<file path="config.mk">
export PLATFORM = sky130hd
export DESIGN_NAME = regfile_dump
export DESIGN_NICKNAME = d
export VERILOG_FILES = /design/src/rtl/regfile_dump.sv
export SDC_FILE = /design/constraint.sdc
export NUM_CORES = 1
export LEC_CHECK = 0
export ABC_CLOCK_PERIOD_IN_PS = 2600
export CORE_MARGIN = 1
export CORE_UTILIZATION = 38
export CTS_CLUSTER_DIAMETER = 80
export DETAILED_ROUTE_END_ITERATION = 16
export PLACE_DENSITY_LB_ADDON = 0.15
export SLEW_MARGIN = 20
export SYNTH_ARGS = -nofsm -noshare
export SYNTH_HDL_FRONTEND = slang
export SYNTH_SLANG_ARGS = --single-unit
export TNS_END_PERCENT = 5
</file>
<file path="constraint.sdc">
create_clock -name Clk -period 2.6 [get_ports Clk]
set_input_delay 0.26 -clock Clk [delete_from_list [all_inputs] [get_ports Clk]]
set_output_delay 0.26 -clock Clk [all_outputs]
set_load 0.005 [all_outputs]
</file>
<file path="src/rtl/regfile_dump.sv">
// regfile_dump: walks a register index range through one read port
// and streams each value out over a valid/ready handshake.
module regfile_dump #(
  parameter logic SKIP_R0 = 1'b0
) (
  input  logic        Clk,
  input  logic        Rst_n,
  input  logic        Start,
  input  logic [4:0]  First,
  input  logic [4:0]  Last,
  output logic [4:0]  RA,
  input  logic [31:0] PA,
  output logic [31:0] Dout,
  output logic [4:0]  Dout_Idx,
  output logic        Valid,
  input  logic        Ready,
  output logic        Busy,
  output logic        Done
);

  typedef enum logic [1:0] {
    IDLE,
    READ,
    OUT,
    DONE
  } state_t;

  state_t     state_q;
  state_t     state_d;
  logic [4:0] idx_q;
  logic [4:0] last_q;
  logic       skip;
  logic       at_last;
  logic       hs;

  // r0 is dropped without a bus cycle when the parameter asks
  assign skip    = SKIP_R0 && (idx_q == 5'd0);
  assign at_last = (idx_q == last_q);
  assign hs      = Valid && Ready;

  // state register
  always_ff @(posedge Clk or negedge Rst_n) begin
    if (!Rst_n) state_q <= IDLE;
    else        state_q <= state_d;
  end

  // next-state decode
  always_comb begin
    state_d = state_q;
    unique case (1'b1)
      state_q == IDLE: begin
        if (Start) state_d = READ;
      end
      state_q == READ: begin
        if (!skip)        state_d = OUT;
        else if (at_last) state_d = DONE;
      end
      state_q == OUT: begin
        if (hs) state_d = at_last ? DONE : READ;
      end
      state_q == DONE: begin
        state_d = IDLE;
      end
      default: state_d = IDLE;
    endcase
  end

  // index walk, range latch and output word capture
  always_ff @(posedge Clk or negedge Rst_n) begin
    if (!Rst_n) begin
      idx_q    <= 5'd0;
      last_q   <= 5'd0;
      Dout     <= 32'd0;
      Dout_Idx <= 5'd0;
      Valid    <= 1'b0;
    end else begin
      unique case (1'b1)
        state_q == IDLE: begin
          if (Start) begin
            idx_q  <= First;
            last_q <= Last;
          end
        end
        state_q == READ: begin
          if (!skip) begin
            Dout     <= PA;
            Dout_Idx <= idx_q;
            Valid    <= 1'b1;
          end else if (!at_last) begin
            idx_q <= idx_q + 5'd1;
          end
        end
        state_q == OUT: begin
          if (hs) begin
            Valid <= 1'b0;
            if (!at_last) idx_q <= idx_q + 5'd1;
          end
        end
        default: begin
        end
      endcase
    end
  end

  // read address and status flags from state
  always_comb begin
    RA   = 5'd0;
    Busy = (state_q != IDLE);
    Done = (state_q == DONE);
    if (state_q == READ || state_q == OUT) RA = idx_q;
  end

endmodule

</file>
==> impl_results.rst <==
.. list-table::
   :header-rows: 1

   * - Metric
     - Value
   * - Latest clock arrival within the worst-skew pair
     - 0.29 ns
   * - Avg Vias per Cell
     - between 4 and 5
   * - Clock tree from TritonCTS
     - yes
   * - Crit Path Class
     - flip-flop to flip-flop
   * - Max-slew violations
     - 0
   * - Number of violations reported at the end of detailed-routing iteration 0
     - 30
   * - Post-synthesis area per instance
     - between 10 and 15 um^2
   * - Part of the Yosys area used for sequential elements
     - about 57%
   * - Endpoint required time on the critical path
     - approximately 2.8 ns
   * - Number of endpoints failing setup at the final stage
     - 0
   * - Post-synth top area share
     - between 50% and 60%
   * - Die span in x
     - between 70 and 80 um
   * - Pin count of the biggest net entering global routing
     - 21
   * - Origin of the critical flop-to-flop path
     - state_q[0]
   * - Dominant cells by area after synthesis
     - sky130_fd_sc_hd__dfrtp_1 57%, sky130_fd_sc_hd__mux2_2 22%, sky130_fd_sc_hd__ha_1 2.8%
   * - Worst clock skew
     - slightly below 0.007 ns
   * - Top cell types by occurrence after synthesis
     - 50 x sky130_fd_sc_hd__dfrtp_1, 43 x sky130_fd_sc_hd__mux2_2, 5 x sky130_fd_sc_hd__ha_1, 5 x sky130_fd_sc_hd__inv_1, 5 x sky130_fd_sc_hd__xnor2_1
   * - Count of flip-flops with a built-in enable after synthesis
     - 0
   * - Shortest period the worst path allows
     - between 2 and 2.5 ns
   * - Cell type contributing the most total cell area after synthesis
     - sky130_fd_sc_hd__dfrtp_1
   * - Placed cell areas
     - ~0.0032 mm^2
   * - Number of vias after detailed routing
     - between 1.5k and 2k
   * - Residual DRC count
     - 0
   * - Total congestion overflow
     - 0
   * - Worst supply voltage drop on vdd
     - about 500 uV
   * - Placer Congestion
     - approximately 0.75
   * - Via count of the first global-routing pass
     - ~1.6k
   * - Hpwl dp
     - 3410 um
   * - Fin crit share
     - between 80 and 90%
   * - Wire length of the first global-routing pass
     - about 7600 um
   * - Overall fraction of global-route tracks in use
     - around 16%
   * - Fmax achieved
     - roughly 470 MHz
   * - Tightest Hold Check Type
     - input port to asynchronous set/reset pin
   * - CTS-repair resized insts
     - 0
   * - Hold Violations, Final
     - 0
   * - Number of distinct library cells after synthesis
     - 35
   * - Wirelength, routed
     - 4560 um
   * - Category of the worst setup path launch point
     - flip-flop
   * - Number of levels the H-tree was split into
     - 2
   * - Number of nets with antenna violations after routing
     - 0
   * - Die H
     - between 70 and 80 um
   * - RSZ-0062 raised after global routing
     - false
   * - Wire per inst
     - roughly 14 um
   * - Num rows
     - 27
   * - Net total in the final layout
     - 304
   * - Depth of the worst register-to-register path
     - 6
   * - Num CTS Buffers
     - 5
   * - Run status
     - finished, final reports clean
   * - Layout cell share with drive strength beyond 1
     - 24.4%
   * - Synthesized flop and latch total
     - 50
   * - Syn_nets
     - 208
   * - Crit path max fanout
     - 16
   * - Aggregate negative setup slack
     - 0 ns
   * - Asr flop ratio synth
     - 100%
   * - Crit path arrival time
     - 2.30 ns
   * - Clock input transition at the sequential cells of the worst setup and hold paths
     - approximately 0.090 ns
   * - Static leakage
     - 1.35 nW
   * - Synthesis-to-layout area growth
     - 50.3%
   * - Slack of the worst reg-to-reg path
     - about 0.48 ns
   * - Die outline area
     - approximately 0.006 mm^2
   * - Worst hold slack after final layout
     - around 0.43 ns
   * - PwrDens
     - ~1200 mW/mm^2
   * - Number of iterations in the first detailed-routing pass
     - 4
   * - Initial standard-cell utilization of the core
     - 39.7%
   * - Root Buffer
     - sky130_fd_sc_hd__clkbuf_8
   * - Total number of clock tree sinks
     - 50
   * - Commonest register cell after synthesis
     - sky130_fd_sc_hd__dfrtp_1
   * - Number of buffers inserted by port buffering
     - 90
   * - Total inserted antenna cells
     - 0
   * - Transition time at the pin with the least slew margin
     - approximately 0.51 ns
   * - Worst-case headroom to the max-slew limit
     - between 60 and 70%
   * - Core area
     - approximately 0.0055 mm^2
   * - Clock tree buffer depth
     - 2
   * - Max capacitance violation total
     - 0
   * - Endpoint of the most critical register-to-register path
     - idx_q[1]
   * - Most numerous cell in the Yosys netlist
     - sky130_fd_sc_hd__dfrtp_1
   * - Worst setup EP type
     - flip-flop
   * - Fin area
     - around 0.0033 mm^2
   * - Synthesized netlist cell count
     - 157
   * - Post-synthesis instance area
     - 0.00220 mm^2
   * - Total number of yosys warnings
     - 0
   * - Io pins
     - 91
   * - Antenna violations before repair
     - 0
where the power goes:
part	internal, W	switching (W)	total [W]
Sequential	0.00118	0.000271	0.00145
Combinational	0.00137	0.000720	0.00209
Clock	0.000214	0.000249	0.000463
Total	0.00277	0.00124	0.00401
metrics by stage:
stage | std cells | worst slack (ns) | utilization [%] | total power [W]
after global placement | 317 | 0.555 | 57.7 | 0.00356
final | 326 | 0.484 | 59.6 | 0.00401
after floorplan | 157 | 0.900 | - | 0.00252
after global routing | 326 | 0.346 | 59.6 | 0.00430
after detailed placement | 317 | 0.529 | 57.7 | 0.00359
after CTS | 326 | 0.512 | 59.6 | 0.00407
sequential cells by signal, indices dropped and copies added, names as in the netlist:
signal	flops
Dout	32
Dout_Idx	5
Valid	1
idx_q	5
last_q	5
state_q	2
logic make-up (layout without fill, tap and decap cells):
family                   Yosys count  in the layout  synth area share, %
AND/OR/NAND/NOR                   23             23                 6.37
adder cells (fa/ha/maj)            5              5                 2.85
flip-flops                        50             50                 56.9
multiplexers                      45             45                 23.2
AO/OA/AOI/OAI                     19             19                 6.77
XOR/XNOR                           5              5                 1.99
buffers and inverters             10            107                 1.94
critical path: stages, from the launching register on:
cell                       delay [ns]
sky130_fd_sc_hd__dfrtp_1         0.43
sky130_fd_sc_hd__inv_1           0.13
sky130_fd_sc_hd__ha_1            0.47
sky130_fd_sc_hd__a21boi_1        0.44
sky130_fd_sc_hd__nor2_4          0.11
sky130_fd_sc_hd__o21ai_4         0.10
sky130_fd_sc_hd__mux2_4          0.31
how the worst max path moves through the flow:
stage / from / to / depth (start not counted)
CTS: state_q[0] / idx_q[1] / 6
global route: state_q[0] / idx_q[1] / 6
floorplan: state_q[0] / idx_q[1] / 6
global placement: state_q[0] / idx_q[1] / 6
detailed placement: state_q[0] / idx_q[1] / 6
finish: state_q[0] / idx_q[1] / 6
area by class of cell:
cell class | count | area (um^2)
multi-input cells | 97 | 907
flip-flops and latches | 50 | 1250
well taps | 72 | 90.1
clock buffers | 6 | 82.6
repair buffers | 94 | 941
clock inverters | 2 | 12.5
fillers | 477 | 2240
inverters | 5 | 18.8
routing by layer:
| layer | global-route usage (%) | vias up | wire, um |
|---|---|---|---|
| li1 | - | 753 | - |
| met1 | 21.0 | 758 | 2070 |
| met2 | 25.8 | 52 | 2130 |
| met3 | 5.00 | 5 | 331 |
| met4 | 3.89 | 0 | 26 |
| met5 | 0 | - | 0 |
cells in the final DEF, fill, tap and decap left out, types with 2 or more instances in the layout:
master                            count
sky130_fd_sc_hd__a21oi_1              3
sky130_fd_sc_hd__a31oi_1              2
sky130_fd_sc_hd__and2_1               4
sky130_fd_sc_hd__buf_4                2
sky130_fd_sc_hd__clkbuf_8             6
sky130_fd_sc_hd__clkdlybuf4s50_1     89
sky130_fd_sc_hd__dfrtp_1             50
sky130_fd_sc_hd__ha_1                 4
sky130_fd_sc_hd__inv_1                5
sky130_fd_sc_hd__mux2_2              43
sky130_fd_sc_hd__nand2_1              4
sky130_fd_sc_hd__nand2b_1             2
sky130_fd_sc_hd__nor2_1               2
sky130_fd_sc_hd__nor3_1               2
sky130_fd_sc_hd__o211a_1              2
sky130_fd_sc_hd__o211ai_1             2
sky130_fd_sc_hd__o21ai_0              2
sky130_fd_sc_hd__o22a_1               2
sky130_fd_sc_hd__xnor2_1              5
timing repair:
item,4_1_cts,5_1_grt
buffers inserted,0,0
endpoints found under the setup margin,0,0
hold endpoints to repair,18,0
hold buffers,1,0
(Power assumes the default switching activity.)
